===== config.mk =====
export PLATFORM = sky130hd
export DESIGN_NAME = param_update_engine
export DESIGN_NICKNAME = d
export VERILOG_FILES = /design/src/rtl/param_update_pkg.sv /design/src/rtl/fxp_mul_shift_sat.sv /design/src/rtl/param_update_engine.sv
export SDC_FILE = /design/constraint.sdc
export NUM_CORES = 2
export LEC_CHECK = 0
export BUFFER_PORTS_ARGS = -buffer_cell sky130_fd_sc_hd__buf_2
export CORE_MARGIN = 2
export CORE_UTILIZATION = 55
export CTS_CLUSTER_SIZE = 24
export DETAILED_ROUTE_END_ITERATION = 8
export GPL_ROUTABILITY_DRIVEN = 1
export PLACE_DENSITY = 0.73
export SYNTH_ARGS = -nofsm -noshare
export SYNTH_HDL_FRONTEND = slang
export SYNTH_SLANG_ARGS = --single-unit

===== constraint.sdc =====
create_clock -name clk_i -period 14.17 [get_ports clk_i]
set_input_delay 1.417 -clock clk_i [delete_from_list [all_inputs] [get_ports clk_i]]
set_output_delay 1.417 -clock clk_i [all_outputs]
set_load 0.05 [all_outputs]

===== src/rtl/param_update_pkg.sv =====
// Shared types and limits for the parameter-update engine: FSM state
// encoding, update-mode encoding and the default saturation bounds.
package param_update_pkg;

  localparam int PU_DATA_W = 32;
  localparam int PU_FRAC_W = 16;
  localparam int PU_ADDR_W = 16;
  localparam int PU_LEN_W  = 16;

  localparam logic signed [PU_DATA_W-1:0] SAT_MAX = {1'b0, {(PU_DATA_W-1){1'b1}}};
  localparam logic signed [PU_DATA_W-1:0] SAT_MIN = {1'b1, {(PU_DATA_W-1){1'b0}}};

  typedef enum logic [3:0] {
    S_IDLE    = 4'd0,
    S_RW_REQ  = 4'd1,
    S_RW_WAIT = 4'd2,
    S_RG_REQ  = 4'd3,
    S_RG_WAIT = 4'd4,
    S_RV_REQ  = 4'd5,
    S_RV_WAIT = 4'd6,
    S_EX      = 4'd7,
    S_WV      = 4'd8,
    S_WW      = 4'd9,
    S_DONE    = 4'd10
  } state_e;

  typedef enum logic {
    MODE_SGD = 1'b0,
    MODE_MOM = 1'b1
  } mode_e;

endpackage


===== src/rtl/fxp_mul_shift_sat.sv =====
// Combinational fixed-point step: y = sat(c +/- ((a*b) >>> FRAC_W)).
// The shift floors (rounds toward minus infinity); sat_o flags a clamp.
module fxp_mul_shift_sat #(
  parameter int DATA_W = 32,
  parameter int FRAC_W = 16
) (
  input  logic signed [DATA_W-1:0] a_i,
  input  logic signed [DATA_W-1:0] b_i,
  input  logic signed [DATA_W-1:0] c_i,
  input  logic                     sub_i,
  output logic signed [DATA_W-1:0] y_o,
  output logic                     sat_o
);

  localparam int PW = 2 * DATA_W;
  localparam int SW = PW + 1;

  logic signed [PW-1:0] prod;
  logic signed [PW-1:0] prod_sh;
  logic signed [SW-1:0] sum;
  logic        [DATA_W+1:0] sum_top;

  assign prod    = PW'(a_i) * PW'(b_i);
  assign prod_sh = prod >>> FRAC_W;
  assign sum     = sub_i ? (SW'(c_i) - SW'(prod_sh)) : (SW'(c_i) + SW'(prod_sh));

  // In range only when every bit above the result sign matches it.
  assign sum_top = sum[SW-1:DATA_W-1];
  assign sat_o   = !((&sum_top) || !(|sum_top));
  assign y_o     = sat_o ? {sum[SW-1], {(DATA_W-1){~sum[SW-1]}}} : sum[DATA_W-1:0];

endmodule


===== src/rtl/param_update_engine.sv =====
// Sequential SGD / momentum-SGD parameter update over a tensor in memory.
// Build option: define PARAM_UPDATE_MOMENTUM_EN to enable momentum mode;
// without it mode_i is ignored and only plain SGD is performed.
//
// state     | meaning
// ----------+------------------------------------------------
// IDLE      | waiting for go, config latched on acceptance
// RW_REQ    | request read of w[i]
// RW_WAIT   | wait for w[i] read data
// RG_REQ    | request read of g[i]
// RG_WAIT   | wait for g[i] read data
// RV_REQ    | request read of v[i] (momentum only)
// RV_WAIT   | wait for v[i] read data (momentum only)
// EX        | compute v' and w', accumulate sticky sat
// WV        | write v'[i] (momentum only)
// WW        | write w'[i], then next element or finish
// DONE      | one-cycle completion pulse
module param_update_engine
  import param_update_pkg::*;
#(
  parameter int DATA_W = PU_DATA_W,
  parameter int FRAC_W = PU_FRAC_W,
  parameter int ADDR_W = PU_ADDR_W,
  parameter int LEN_W  = PU_LEN_W
) (
  input  logic              clk_i,
  input  logic              rst_i,
  input  logic              go_i,
  input  logic              mode_i,
  input  logic [LEN_W-1:0]  len_i,
  input  logic [ADDR_W-1:0] w_base_i,
  input  logic [ADDR_W-1:0] g_base_i,
  input  logic [ADDR_W-1:0] v_base_i,
  input  logic [DATA_W-1:0] lr_i,
  input  logic [DATA_W-1:0] mu_i,
  output logic              busy_o,
  output logic              done_o,
  output logic              sat_o,
  output logic              mem_req_o,
  output logic              mem_we_o,
  output logic [ADDR_W-1:0] mem_addr_o,
  output logic [DATA_W-1:0] mem_wdata_o,
  input  logic              mem_gnt_i,
  input  logic              mem_rvalid_i,
  input  logic [DATA_W-1:0] mem_rdata_i
);

  state_e                     state_q, state_d;
  logic        [LEN_W-1:0]    i_q, i_d, len_q, len_d;
  logic        [ADDR_W-1:0]   w_base_q, w_base_d, g_base_q, g_base_d;
  logic signed [DATA_W-1:0]   lr_q, lr_d, w_q, w_d, g_q, g_d, w_new_q, w_new_d;
  logic                       sat_q, sat_d;
  logic signed [DATA_W-1:0]   w_mul_b, w_res;
  logic                       w_sat;

`ifdef PARAM_UPDATE_MOMENTUM_EN
  mode_e                      mode_q, mode_d;
  logic        [ADDR_W-1:0]   v_base_q, v_base_d;
  logic signed [DATA_W-1:0]   mu_q, mu_d, v_q, v_d, v_new_q, v_new_d;
  logic signed [DATA_W-1:0]   v_res;
  logic                       v_sat;

  fxp_mul_shift_sat #(.DATA_W(DATA_W), .FRAC_W(FRAC_W)) u_v_update (
    .a_i   (mu_q),
    .b_i   (v_q),
    .c_i   (g_q),
    .sub_i (1'b0),
    .y_o   (v_res),
    .sat_o (v_sat)
  );

  // Momentum scales the clamped velocity, SGD scales the raw gradient.
  assign w_mul_b = (mode_q == MODE_MOM) ? v_res : g_q;
`else
  logic unused_cfg;
  assign unused_cfg = ^{mode_i, v_base_i, mu_i};
  assign w_mul_b    = g_q;
`endif

  fxp_mul_shift_sat #(.DATA_W(DATA_W), .FRAC_W(FRAC_W)) u_w_update (
    .a_i   (lr_q),
    .b_i   (w_mul_b),
    .c_i   (w_q),
    .sub_i (1'b1),
    .y_o   (w_res),
    .sat_o (w_sat)
  );

  // State and datapath registers; synchronous reset clears everything.
  always_ff @(posedge clk_i) begin
    if (rst_i) begin
      state_q  <= S_IDLE;
      i_q      <= '0;
      len_q    <= '0;
      w_base_q <= '0;
      g_base_q <= '0;
      lr_q     <= '0;
      w_q      <= '0;
      g_q      <= '0;
      w_new_q  <= '0;
      sat_q    <= 1'b0;
`ifdef PARAM_UPDATE_MOMENTUM_EN
      mode_q   <= MODE_SGD;
      v_base_q <= '0;
      mu_q     <= '0;
      v_q      <= '0;
      v_new_q  <= '0;
`endif
    end else begin
      state_q  <= state_d;
      i_q      <= i_d;
      len_q    <= len_d;
      w_base_q <= w_base_d;
      g_base_q <= g_base_d;
      lr_q     <= lr_d;
      w_q      <= w_d;
      g_q      <= g_d;
      w_new_q  <= w_new_d;
      sat_q    <= sat_d;
`ifdef PARAM_UPDATE_MOMENTUM_EN
      mode_q   <= mode_d;
      v_base_q <= v_base_d;
      mu_q     <= mu_d;
      v_q      <= v_d;
      v_new_q  <= v_new_d;
`endif
    end
  end

  // Next-state sequencing and memory-port outputs decoded from state.
  always_comb begin
    state_d  = state_q;
    i_d      = i_q;
    len_d    = len_q;
    w_base_d = w_base_q;
    g_base_d = g_base_q;
    lr_d     = lr_q;
    w_d      = w_q;
    g_d      = g_q;
    w_new_d  = w_new_q;
    sat_d    = sat_q;
`ifdef PARAM_UPDATE_MOMENTUM_EN
    mode_d   = mode_q;
    v_base_d = v_base_q;
    mu_d     = mu_q;
    v_d      = v_q;
    v_new_d  = v_new_q;
`endif
    busy_o      = (state_q != S_IDLE);
    done_o      = (state_q == S_DONE);
    sat_o       = sat_q;
    mem_req_o   = 1'b0;
    mem_we_o    = 1'b0;
    mem_addr_o  = '0;
    mem_wdata_o = '0;

    unique case (state_q)
      S_IDLE: begin
        if (go_i) begin
          len_d    = len_i;
          w_base_d = w_base_i;
          g_base_d = g_base_i;
          lr_d     = lr_i;
`ifdef PARAM_UPDATE_MOMENTUM_EN
          mode_d   = mode_e'(mode_i);
          v_base_d = v_base_i;
          mu_d     = mu_i;
`endif
          i_d      = '0;
          sat_d    = 1'b0;
          state_d  = (len_i == '0) ? S_DONE : S_RW_REQ;
        end
      end
      S_RW_REQ: begin
        mem_req_o  = 1'b1;
        mem_addr_o = w_base_q + ADDR_W'(i_q);
        if (mem_gnt_i) state_d = S_RW_WAIT;
      end
      S_RW_WAIT: begin
        if (mem_rvalid_i) begin
          w_d     = mem_rdata_i;
          state_d = S_RG_REQ;
        end
      end
      S_RG_REQ: begin
        mem_req_o  = 1'b1;
        mem_addr_o = g_base_q + ADDR_W'(i_q);
        if (mem_gnt_i) state_d = S_RG_WAIT;
      end
      S_RG_WAIT: begin
        if (mem_rvalid_i) begin
          g_d     = mem_rdata_i;
`ifdef PARAM_UPDATE_MOMENTUM_EN
          state_d = (mode_q == MODE_MOM) ? S_RV_REQ : S_EX;
`else
          state_d = S_EX;
`endif
        end
      end
`ifdef PARAM_UPDATE_MOMENTUM_EN
      S_RV_REQ: begin
        mem_req_o  = 1'b1;
        mem_addr_o = v_base_q + ADDR_W'(i_q);
        if (mem_gnt_i) state_d = S_RV_WAIT;
      end
      S_RV_WAIT: begin
        if (mem_rvalid_i) begin
          v_d     = mem_rdata_i;
          state_d = S_EX;
        end
      end
`endif
      S_EX: begin
        w_new_d = w_res;
`ifdef PARAM_UPDATE_MOMENTUM_EN
        v_new_d = v_res;
        sat_d   = sat_q | w_sat | (v_sat & (mode_q == MODE_MOM));
        state_d = (mode_q == MODE_MOM) ? S_WV : S_WW;
`else
        sat_d   = sat_q | w_sat;
        state_d = S_WW;
`endif
      end
`ifdef PARAM_UPDATE_MOMENTUM_EN
      S_WV: begin
        mem_req_o   = 1'b1;
        mem_we_o    = 1'b1;
        mem_addr_o  = v_base_q + ADDR_W'(i_q);
        mem_wdata_o = v_new_q;
        if (mem_gnt_i) state_d = S_WW;
      end
`endif
      S_WW: begin
        mem_req_o   = 1'b1;
        mem_we_o    = 1'b1;
        mem_addr_o  = w_base_q + ADDR_W'(i_q);
        mem_wdata_o = w_new_q;
        if (mem_gnt_i) begin
          if ((i_q + LEN_W'(1)) == len_q) begin
            state_d = S_DONE;
          end else begin
            i_d     = i_q + LEN_W'(1);
            state_d = S_RW_REQ;
          end
        end
      end
      S_DONE: begin
        state_d = S_IDLE;
      end
      default: begin
        state_d = S_IDLE;
      end
    endcase
  end

endmodule


==> impl_metrics.py <==
metrics = {
    "cts": {
        "clkLatencyLatePin_ns": 0.52,
        "cts_setup_buffers": 0,
        "clock_sinks": 197,
        "cts_tree": "yes",
        "clk_pin_slew_ns": 0.09,
        "root_buffer": "clkbuf_16",
        "hold_buffers": 0,
        "ctsResizeCount": 0,
        "clockBufferDepth": 2,
        "htreeDepth": 4,
        "cts_buffers": 17,
    },
    "timing": {
        "fin_tns_setup_ns": 0,
        "fin_crit_sh_pct": 88.9,
        "rsz0062_at_grt": "false",
        "fin_crit_ns": 12.60,
        "final-setup-viol-count": 0,
        "fmaxAchievable_mhz": 79.4,
        "max_slew.worst_pin.slew_ns": 1.21,
        "drv_slew": 0,
        "worst_slack_ns": 1.57,
        "slew_headroom_pct": 19.6,
        "skew_ns": 0.0264,
        "hold_viol_final": 0,
    },
    "setup_path": {
        "cp.arrival_ns": 12.94,
        "critical-path-max-stage-delay_ns": 1.04,
        "reg2reg_setup_slack_ns": 1.57,
        "reg2reg_depth": 36,
        "reg2reg_to": "w_new_q[9]",
        "critPathRequiredTime_ns": 14.51,
        "startpoint_type": "flip-flop",
        "crit_type": "flip-flop to flip-flop",
        "r2r-start": "g_q[9]",
        "crit_top_cell": "fa_1",
        "crit_fanout": 19,
        "crit_path_end_kind": "flip-flop",
        "crit_slowest_cell": "dfxtp_1",
        "cpLargestDelayFamily": "adder cells",
        "path_buf_inv": 3,
    },
    "yosys": {
        "synth_edf_count": 0,
        "synth_compound_area_share_pct": 7.84,
        "synth_top_family_by_area": "adder cells",
        "synthesis.nets": 6829,
        "muxShareOfSynthArea_pct": 0.400,
        "synthXorXnorAreaFrac_pct": 2.60,
        "syn_area_per_cell_sq_um": 8.85,
        "yosysUniqueCellTypes": 88,
        "netlist_area_sq_um": 47200,
        "yosys.area_share.adder_pct": 52.4,
        "synth_simple_gate_area_share_pct": 18.2,
        "yosysSeqAreaShare_pct": 8.35,
        "ys_ff_latch": 197,
        "ys.flop_type": "dfxtp_1",
        "syn_inst": 5336,
        "ys_warn_count": 0,
        "postSynth.asyncResetShare_pct": 0,
    },
    "grt": {
        "grtUsageTotal_pct": 29.2,
        "gr-total-overflow": 0,
        "grt_max_degree": 131,
        "grt_pass1_vias": 38200,
        "antenna_found_initial": 1,
        "grt_pass1_wl_um": 204000,
    },
    "routing": {
        "dr.pass1.iters": 6,
        "first_iter_violations": 2432,
        "vias_per_cell": 5.55,
        "finalWirelength_um": 123000,
        "postRouteAntennaNets": 0,
        "vias": 35800,
        "drc": 0,
        "wl_per_cell_um": 19.0,
    },
    "cells_and_area": {
        "final_common_cell": "fa_1",
        "nets": 6795,
        "area_growth_pct": 5.05,
        "final_layout_size_suffix_gt1_share_pct": 6.62,
        "instances_no_fill": 6460,
        "final_cell_mix": "fa_1, inv_1, nand2_1, and2_1, a21oi_1",
    },
    "status": {
        "outcome": "finished clean",
    },
    "die": {
        "start_util_pct": 55.4,
        "rows": 107,
        "die_h_um": 297,
        "die_x_um": 297,
        "core_sq_um": 85100,
        "io_pins": 219,
        "die-area_sq_um": 88200,
    },
    "pwr": {
        "leakage_uw": 0.0241,
        "ir_drop_uv": 123,
        "power_density_nw_per_um2": 64.1,
        "p_total_uw": 3180,
    },
    "placement": {
        "dpl.hpwl_um": 99800,
        "gp_congestion": 0.937,
        "dp.cells": 6427,
        "pre_cts_slack_ns": 1.85,
        "port_buffers": 169,
    },
    "worst_hold_path": {
        "min_path_type": "flip-flop to flip-flop",
        "min-delay-start": "w_base_q[13]",
        "min_to": "w_base_q[13]",
        "worstHoldPathCells": 2,
    },
    "flow_run": {
        "maxCapViolCount": 0,
    },
}
[cell usage after synthesis (41+ instances only)]
| cell type | count | share of area, % |
|---|---|---|
| ha_1 | 244 | 6.5 |
| clkbuf_1 | 277 | 2.2 |
| xor2_1 | 55 | 1.0 |
| dfxtp_1 | 197 | 8.4 |
| fa_1 | 1083 | 46 |
| inv_1 | 966 | 7.7 |
| nand2_1 | 912 | 7.3 |
| o21ai_0 | 76 | 0.81 |
| nand3_1 | 41 | 0.43 |
| and2_1 | 476 | 6.3 |
| nor2_1 | 162 | 1.3 |
| xnor2_1 | 85 | 1.6 |
| a21oi_1 | 278 | 2.9 |
| a21o_1 | 57 | 0.91 |
[layout make-up]
| type | count | area, sq um |
|---|---|---|
| Multi-Input combinational cell | 3869 | 38500 |
| Timing Repair Buffer | 247 | 1450 |
| Fill cell | 7627 | 35600 |
| Inverter | 970 | 3640 |
| Clock buffer | 17 | 425 |
| Antenna cell | 1 | 2.50 |
| Sequential cell | 197 | 3950 |
| Clock inverter | 15 | 228 |
| Tap cell | 1144 | 1430 |
[cell families after synthesis]
kind of cell | after synthesis
AO/OA/AOI/OAI | 591
XOR/XNOR | 140
adder cells (fa/ha/maj) | 1327
buffers and inverters | 1270
flip-flops | 197
multiplexers | 17
AND/OR/NAND/NOR | 1794
[worst max path at each step]
stage | endpoint | depth (start not counted) | startpoint
2_1_floorplan | w_new_q[18] | 37 | lr_q[31]
3_3_place_gp | w_new_q[21] | 36 | g_q[9]
3_5_place_dp | w_new_q[25] | 36 | g_q[9]
4_1_cts | w_new_q[4] | 36 | g_q[9]
5_1_grt | w_new_q[22] | 37 | g_q[9]
6_report | w_new_q[9] | 36 | g_q[9]
[where the power goes]
group | total, uW | leakage, uW | switching (uW) | internal, uW
Combinational | 1870 | 0.0222 | 1230 | 640
Sequential | 753 | 0.00160 | 146 | 608
Clock | 555 | 0.000308 | 305 | 249
Total | 3180 | 0.0241 | 1680 | 1500
[metal layers]
| layer | GRT usage (%) | vias to the layer above | part of all wire (%) |
|---|---|---|---|
| li1 | - | 16100 | - |
| met1 | 39.7 | 18300 | 42 |
| met2 | 48.6 | 1231 | 49 |
| met3 | 4.10 | 202 | 6.4 |
| met4 | 9.49 | 0 | 3.2 |
| met5 | 0 | - | 0 |
[state kept, by name (all words and copies together) (netlist names)]
name      cells
state_q       4
g_q          32
g_base_q     16
i_q          16
len_q        16
w_base_q     16
w_q          32
lr_q         32
sat_o         1
w_new_q      32
[metrics by stage]
step / hold WS, ns / utilization (%) / area [sq um]
6_report: 0.459 / 58.2 / 49600
5_1_grt: 0.480 / 58.2 / 49600
4_1_cts: 0.461 / 58.2 / 49600
3_5_place_dp: 0.445 / 57.5 / 48900
3_3_place_gp: 0.439 / 57.5 / 48900
2_1_floorplan: 0.433 / - / 47200
[worst reg2reg max path, delay by kind of cell (launching register included)]
kind	cells	cell delay, ns
DFF	1	1.04
AOI/OAI and AO/OA	13	2.90
and+or+nand+nor	9	2.76
adders and majority gates	10	4.91
buffers and inverters	3	0.57
xor gates and xnor gates	1	0.26
Note: power is estimated with default switching activity, not from simulation.
